[config.mk]
export PLATFORM = sky130hd
export DESIGN_NAME = mem_arbiter_flat
export DESIGN_NICKNAME = d
export VERILOG_FILES = /design/src/rtl/mem_arbiter_if.sv /design/src/rtl/mem_arbiter.sv /design/src/flat_wrapper.sv
export SDC_FILE = /design/constraint.sdc
export NUM_CORES = 1
export LEC_CHECK = 0
export BUFFER_PORTS_ARGS = -buffer_cell sky130_fd_sc_hd__buf_2
export CAP_MARGIN = 20
export CORE_AREA = 2 2 277 279
export CTS_CLUSTER_SIZE = 40
export DETAILED_ROUTE_END_ITERATION = 10
export DIE_AREA = 0 0 279 281
export GPL_ROUTABILITY_DRIVEN = 0
export PLACE_DENSITY = 0.4
export SYNTH_ARGS = -nofsm -noshare
export SYNTH_HDL_FRONTEND = slang
export SYNTH_SLANG_ARGS = --single-unit
[constraint.sdc]
create_clock -name clk -period 4.1 [get_ports clk]
set_input_delay 0.205 -clock clk [delete_from_list [all_inputs] [get_ports clk]]
set_output_delay 0.205 -clock clk [all_outputs]
set_load 0.02 [all_outputs]
[src/rtl/mem_arbiter_if.sv]
// Bus bundle between the pipeline's I/D line ports, the arbiter and the
// downstream L2 line port. The arbiter takes the slave view; the driver of upstream requests and L2 takes master.
interface mem_arbiter_if #(
  parameter int ADDR_WIDTH = 12,
  parameter int LINE_WIDTH = 128,
  parameter int SEL_WIDTH  = 16
) ();
  logic                  i_read;
  logic [ADDR_WIDTH-1:0] i_address;
  logic [LINE_WIDTH-1:0] i_rdata;
  logic                  i_resp;

  logic                  d_read;
  logic                  d_write;
  logic [ADDR_WIDTH-1:0] d_address;
  logic [LINE_WIDTH-1:0] d_wdata;
  logic [SEL_WIDTH-1:0]  d_sel;
  logic [LINE_WIDTH-1:0] d_rdata;
  logic                  d_resp;

  logic                  l2_read;
  logic                  l2_write;
  logic [ADDR_WIDTH-1:0] l2_address;
  logic [LINE_WIDTH-1:0] l2_wdata;
  logic [SEL_WIDTH-1:0]  l2_sel;
  logic [LINE_WIDTH-1:0] l2_rdata;
  logic                  l2_resp;

  modport slave (
    input  i_read, i_address,
    output i_rdata, i_resp,
    input  d_read, d_write, d_address, d_wdata, d_sel,
    output d_rdata, d_resp,
    output l2_read, l2_write, l2_address, l2_wdata, l2_sel,
    input  l2_rdata, l2_resp
  );

  modport master (
    output i_read, i_address,
    input  i_rdata, i_resp,
    output d_read, d_write, d_address, d_wdata, d_sel,
    input  d_rdata, d_resp,
    input  l2_read, l2_write, l2_address, l2_wdata, l2_sel,
    output l2_rdata, l2_resp
  );
endinterface

[src/rtl/mem_arbiter.sv]
// Round-robin arbiter serialising ifetch (I) and data (D) line requests onto
// one downstream line-memory port; one transaction in flight at a time.
module mem_arbiter #(
  parameter int ADDR_WIDTH = 12,
  parameter int LINE_WIDTH = 128,
  parameter int SEL_WIDTH  = 16
) (
  input  logic         clk,
  input  logic         rst,
  mem_arbiter_if.slave bus
);

  typedef enum logic [1:0] {
    ST_IDLE    = 2'd0,
    ST_SERVE_I = 2'd1,
    ST_SERVE_D = 2'd2,
    ST_DONE    = 2'd3
  } state_t;

  typedef enum logic {
    GNT_I = 1'b0,
    GNT_D = 1'b1
  } grant_t;

  state_t                r_state;
  state_t                w_state_nxt;
  grant_t                r_last_grant;
  logic                  r_op_write;
  logic [ADDR_WIDTH-1:0] r_address;
  logic [LINE_WIDTH-1:0] r_wdata;
  logic [SEL_WIDTH-1:0]  r_sel;
  logic [LINE_WIDTH-1:0] r_i_rdata;
  logic [LINE_WIDTH-1:0] r_d_rdata;

  logic w_d_req;
  logic w_grant_i;
  logic w_grant_d;
  logic w_serve;
  logic w_complete;

  assign w_d_req    = bus.d_read | bus.d_write;
  assign w_serve    = (r_state == ST_SERVE_I) || (r_state == ST_SERVE_D);
  assign w_complete = w_serve & bus.l2_resp;

  // Grants are only issued from IDLE; on contention the side not served last wins.
  always_comb begin
    w_grant_i = 1'b0;
    w_grant_d = 1'b0;
    if (r_state == ST_IDLE) begin
      if (bus.i_read && w_d_req) begin
        w_grant_d = (r_last_grant == GNT_I);
        w_grant_i = (r_last_grant == GNT_D);
      end else begin
        w_grant_i = bus.i_read;
        w_grant_d = w_d_req;
      end
    end else begin
      w_grant_i = 1'b0;
      w_grant_d = 1'b0;
    end
  end

  always_comb begin
    w_state_nxt = r_state;
    case (r_state)
      ST_IDLE: begin
        if (w_grant_d) begin
          w_state_nxt = ST_SERVE_D;
        end else if (w_grant_i) begin
          w_state_nxt = ST_SERVE_I;
        end else begin
          w_state_nxt = ST_IDLE;
        end
      end
      ST_SERVE_I, ST_SERVE_D: begin
        if (bus.l2_resp) begin
          w_state_nxt = ST_DONE;
        end else begin
          w_state_nxt = r_state;
        end
      end
      ST_DONE: w_state_nxt = ST_IDLE;
      default: w_state_nxt = ST_IDLE;
    endcase
  end

  always_ff @(posedge clk) begin
    if (rst) begin
      r_state <= ST_IDLE;
    end else begin
      r_state <= w_state_nxt;
    end
  end

  // Request capture; reads carry all-ones byte enables and zero write data.
  always_ff @(posedge clk) begin
    if (rst) begin
      r_op_write <= 1'b0;
      r_address  <= {ADDR_WIDTH{1'b0}};
      r_wdata    <= {LINE_WIDTH{1'b0}};
      r_sel      <= {SEL_WIDTH{1'b0}};
    end else if (w_grant_d) begin
      r_op_write <= bus.d_write;
      r_address  <= bus.d_address;
      r_wdata    <= bus.d_write ? bus.d_wdata : {LINE_WIDTH{1'b0}};
      r_sel      <= bus.d_write ? bus.d_sel : {SEL_WIDTH{1'b1}};
    end else if (w_grant_i) begin
      r_op_write <= 1'b0;
      r_address  <= bus.i_address;
      r_wdata    <= {LINE_WIDTH{1'b0}};
      r_sel      <= {SEL_WIDTH{1'b1}};
    end else begin
      r_op_write <= r_op_write;
    end
  end

  // Completion: capture the returned line for the served side and remember who was served.
  always_ff @(posedge clk) begin
    if (rst) begin
      r_i_rdata    <= {LINE_WIDTH{1'b0}};
      r_d_rdata    <= {LINE_WIDTH{1'b0}};
      r_last_grant <= GNT_I;
    end else if (w_complete) begin
      if (r_state == ST_SERVE_I) begin
        r_i_rdata    <= bus.l2_rdata;
        r_last_grant <= GNT_I;
      end else begin
        r_d_rdata    <= bus.l2_rdata;
        r_last_grant <= GNT_D;
      end
    end else begin
      r_last_grant <= r_last_grant;
    end
  end

  assign bus.l2_read    = w_serve & ~r_op_write;
  assign bus.l2_write   = w_serve & r_op_write;
  assign bus.l2_address = w_serve ? r_address : {ADDR_WIDTH{1'b0}};
  assign bus.l2_wdata   = w_serve ? r_wdata : {LINE_WIDTH{1'b0}};
  assign bus.l2_sel     = w_serve ? r_sel : {SEL_WIDTH{1'b0}};

  assign bus.i_resp  = (r_state == ST_DONE) && (r_last_grant == GNT_I);
  assign bus.d_resp  = (r_state == ST_DONE) && (r_last_grant == GNT_D);
  assign bus.i_rdata = r_i_rdata;
  assign bus.d_rdata = r_d_rdata;

endmodule

[src/flat_wrapper.sv]
// flat-port wrapper written by rule: the top's interface ports become plain ports
module mem_arbiter_flat 
#(
  parameter int ADDR_WIDTH = 12,
  parameter int LINE_WIDTH = 128,
  parameter int SEL_WIDTH  = 16
)
  (clk, rst, bus_i_read, bus_i_address, bus_i_rdata, bus_i_resp, bus_d_read, bus_d_write, bus_d_address, bus_d_wdata, bus_d_sel, bus_d_rdata, bus_d_resp, bus_l2_read, bus_l2_write, bus_l2_address, bus_l2_wdata, bus_l2_sel, bus_l2_rdata, bus_l2_resp);
  mem_arbiter_if #(.ADDR_WIDTH(ADDR_WIDTH), .LINE_WIDTH(LINE_WIDTH), .SEL_WIDTH(SEL_WIDTH)) bus_i ();
  input  logic clk;
  input  logic rst;
  input wire logic [$bits(bus_i.i_read)-1:0] bus_i_read;
  input wire logic [$bits(bus_i.i_address)-1:0] bus_i_address;
  output wire logic [$bits(bus_i.i_rdata)-1:0] bus_i_rdata;
  output wire logic [$bits(bus_i.i_resp)-1:0] bus_i_resp;
  input wire logic [$bits(bus_i.d_read)-1:0] bus_d_read;
  input wire logic [$bits(bus_i.d_write)-1:0] bus_d_write;
  input wire logic [$bits(bus_i.d_address)-1:0] bus_d_address;
  input wire logic [$bits(bus_i.d_wdata)-1:0] bus_d_wdata;
  input wire logic [$bits(bus_i.d_sel)-1:0] bus_d_sel;
  output wire logic [$bits(bus_i.d_rdata)-1:0] bus_d_rdata;
  output wire logic [$bits(bus_i.d_resp)-1:0] bus_d_resp;
  output wire logic [$bits(bus_i.l2_read)-1:0] bus_l2_read;
  output wire logic [$bits(bus_i.l2_write)-1:0] bus_l2_write;
  output wire logic [$bits(bus_i.l2_address)-1:0] bus_l2_address;
  output wire logic [$bits(bus_i.l2_wdata)-1:0] bus_l2_wdata;
  output wire logic [$bits(bus_i.l2_sel)-1:0] bus_l2_sel;
  input wire logic [$bits(bus_i.l2_rdata)-1:0] bus_l2_rdata;
  input wire logic [$bits(bus_i.l2_resp)-1:0] bus_l2_resp;
  assign bus_i.i_read = bus_i_read;
  assign bus_i.i_address = bus_i_address;
  assign bus_i_rdata = bus_i.i_rdata;
  assign bus_i_resp = bus_i.i_resp;
  assign bus_i.d_read = bus_d_read;
  assign bus_i.d_write = bus_d_write;
  assign bus_i.d_address = bus_d_address;
  assign bus_i.d_wdata = bus_d_wdata;
  assign bus_i.d_sel = bus_d_sel;
  assign bus_d_rdata = bus_i.d_rdata;
  assign bus_d_resp = bus_i.d_resp;
  assign bus_l2_read = bus_i.l2_read;
  assign bus_l2_write = bus_i.l2_write;
  assign bus_l2_address = bus_i.l2_address;
  assign bus_l2_wdata = bus_i.l2_wdata;
  assign bus_l2_sel = bus_i.l2_sel;
  assign bus_i.l2_rdata = bus_l2_rdata;
  assign bus_i.l2_resp = bus_l2_resp;
  mem_arbiter #(.ADDR_WIDTH(ADDR_WIDTH), .LINE_WIDTH(LINE_WIDTH), .SEL_WIDTH(SEL_WIDTH)) u_core (.clk(clk), .rst(rst), .bus(bus_i));
endmodule
==> metrics.md <==
| Metric | Value |
|---|---|
| Pre-CTS WS | `1.34 ns` |
| Final hold vios | `0` |
| Max VDD drop | `0.338 mV` |
| Synthesized Nets | `2,208` |
| Pin count of the biggest net entering global routing | `133` |
| Flop pwr share | `36.2%` |
| Number of synthesized flops with an enable pin | `0` |
| Post-route DRC violation count | `0` |
| Final setup viols | `0` |
| Maximum clock rate | `331 MHz` |
| Clock skew | `0.0112 ns` |
| Starting Density | `20.8%` |
| CP Capture Type | `output pin` |
| Overall global routing resource usage | `16.3%` |
| Clk sinks | `416` |
| Switching Share | `37.6%` |
| #FFs+latches synth | `416` |
| Post-route setup slack | `1.08 ns` |
| First-pass GRT wire length | `101 mm` |
| Area of the multi-input gates | `6570 um^2` |
| DIE WIDTH | `279 um` |
| Post-synthesis cell area | `15,700 um^2` |
| Iter 0 DRT Violations | `878` |
| CTS tree | `built` |
| Post-synthesis sequential area ratio | `53.2%` |
| Critical path class | `flop to output pin` |
| Max Cap Violations | `0` |
| Post-Place Cells | `3,443` |
| Initial antenna violation count | `8` |
| Final cell count without fillers | `3,825` |
| Worst EP arrival | `2.82 ns` |
| Post-synth cell types | `34` |
| Clk Latency, worst-skew pair | `0.58 ns` |
| I/O pin cnt | `718` |
| CORE AREA | `75,400 um^2` |
| Critical-path cell list | `inv_1, ha_4, buf_4, and2_1, buf_2` |
| Rel. slew slack | `34.7%` |
| Fillcell total | `8,152` |
| Comb pwr share | `33.6%` |
| Slowest CP cell | `ha_4` |
| Outcome | `completed` |
| Unrepaired setup endpoints after global routing | `false` |
| Final period utilization | `73.7%` |
| Post_cts resized | `0` |
| Cts bufs inserted | `49` |
| Total Die Area | `78,400 um^2` |
| Die H | `281 um` |
| CTS max path bufs | `3` |
| Number of vias per cell | `4.39` |
| Final net count | `3,119` |
| Hold Path Class | `input pin to flop` |
| Vias post-DR | `16,808` |
| NetSw | `5.20 mW` |
| Area growth syn-to-layout | `56.6%` |
| Fin crit period | `3.02 ns` |
| Max-slew violation count | `0` |
| Sequential cell area | `8330 um^2` |
| Max stage delay on crit path | `0.63 ns` |
| WL final | `67.8 mm` |
| Worst slew pin tran | `0.976 ns` |
| Final Instance Area | `24,500 um^2` |
| H-Tree Depth | `2` |
| Async SR Flop Fraction | `0%` |
| Antenna-violating nets left | `0` |
| Fin Setup TNS | `0 ns` |
| Pwr dens | `563 nW/um^2` |
| Initial DRT Pass Iterations | `5` |
| Vias in the first global route | `16,705` |
| Clock transition at path regs | `0.05 ns` |
| Data required time at the worst endpoint | `3.89 ns` |
| DP Wirelength | `45.9 mm` |
| Wirelength per Cell | `17.7 um` |
| Layout cell share with drive strength beyond 1 | `29.0%` |
| PortBufs | `717` |
| Row Count | `101` |
| Synth warnings | `0` |
| CP Max Fanout | `69` |
| Post-DP Area | `20,000 um^2` |
| Clock tree root buffer cell | `clkbuf_16` |
| Startpoint Class | `flop` |
| Avg Cell Area, Syn | `8.24 um^2` |
| Post-synth top flop | `dfxtp_1` |
| GRT overflow | `0` |
| Synthesized instance count | `1,902` |
| Internal Power | `8.63 mW` |
| Clock power share | `30.3%` |
| Leak | `10.8 nW` |
## final cells by class
type	count	area share, %
clock inverter	9	0.316
antenna	3	0.0306
sequential	416	33.9
clock buffer	73	5.86
multi-input combinational	1293	26.8
timing repair buffer	1035	27.8
tap	978	4.99
inverter	18	0.275
## power by group through the flow
stage	clock network [mW]	logic [mW]	registers, mW
after detailed placement	0	4.42	5.08
after CTS	4.37	4.73	5.00
final	4.19	4.64	5.00
after floorplan	0	2.49	5.36
after global placement	0	4.38	5.06
after global routing	4.51	5.07	5.07
## sequential cells by signal, indices dropped and copies added, names as in the netlist
name and count:
u_core.bus.d_rdata 128, u_core.bus.i_rdata 128, u_core.r_wdata 128, u_core.r_sel 16
u_core.r_address 12, u_core.r_state 2, u_core.r_last_grant 1, u_core.r_op_write 1
## cells in the final DEF, fill, tap and decap left out, types with 7 or more instances in the layout
cell type / instances
dfxtp_1: 416
nand2_1: 514
a211oi_1: 7
a211oi_2: 10
a311oi_1: 12
a21oi_1: 258
nor2_1: 160
buf_2: 715
and2_1: 159
o21ai_0: 11
buf_4: 14
inv_1: 18
a32oi_1: 128
dlygate4sd3_1: 297
clkbuf_8: 10
clkbuf_16: 50
nand3_1: 12
clkbuf_1: 13
buf_12: 8
## worst max-delay path, delay by kind of cell, from the launching register on
family / cells / cell delay [ns]
fa+ha+maj: 1 / 0.63
buf+inv: 3 / 0.88
flops: 1 / 0.39
simple gates: 1 / 0.27
## path summary, 6_finish.rpt
path                            slack (ns)                                 from                                  end  cells after the start
worst max-delay path                  1.08       u_core.r_state[0]$_SDFFE_PP0P_                     bus_l2_wdata[95]                      5
worst min-delay path                  0.06                          bus_l2_resp     u_core.r_last_grant$_SDFFE_PP0P_                      3
worst max register to register        1.47       u_core.r_state[0]$_SDFFE_PP0P_   u_core.bus.d_rdata[2]$_SDFFE_PP0P_                      6
worst min register to register        0.45  u_core.bus.d_rdata[71]$_SDFFE_PP0P_  u_core.bus.d_rdata[71]$_SDFFE_PP0P_                      2
## through the flow
stage	util (%)	total power [mW]	hold slack, ns
after CTS	32.5	14.1	0.0216
after global routing	32.5	14.7	0.0788
after global placement	26.6	9.44	0.437
after floorplan	-	7.85	0.339
after detailed placement	26.6	9.50	0.443
final	32.5	13.8	0.0649
## logic make-up after synthesis
| group | synth area share [%] |
|---|---|
| DFF | 53.2 |
| AOI/OAI and AO/OA | 18.0 |
| and+or+nand+nor | 23.3 |
| buffers and inverters | 5.27 |
| adders and majority gates | 0.319 |
## what timing repair did
action / 4_1_cts / 5_1_grt
endpoints found under the hold margin: 413 / 0
buffers inserted: 0 / 0
hold buffers: 297 / 0
## synthesized netlist by cell type, types with 2 or more instances
cell | n | area share [%]
buf_1 | 7 | 0.17
ha_1 | 4 | 0.32
clkbuf_1 | 94 | 2.3
a311oi_1 | 12 | 0.67
a32oi_1 | 128 | 7.2
and2_1 | 159 | 6.3
nor2_1 | 160 | 3.8
nand3_1 | 13 | 0.42
buf_2 | 72 | 2.3
nor2b_1 | 2 | 0.080
inv_1 | 18 | 0.43
nand2_1 | 514 | 12
a211oi_2 | 10 | 0.80
a211oi_1 | 7 | 0.34
a21oi_1 | 258 | 8.2
o21ai_0 | 11 | 0.35
dfxtp_1 | 416 | 53
## routing by layer
metal	vias to the layer above	global-route usage [%]	share of wire (%)
li1	8183	-	-
met1	7903	19.6	41
met2	635	28.3	48
met3	79	5.08	8.4
met4	8	3.80	1.7
met5	-	0	0.081
Note: power is estimated with default switching activity, not from simulation.
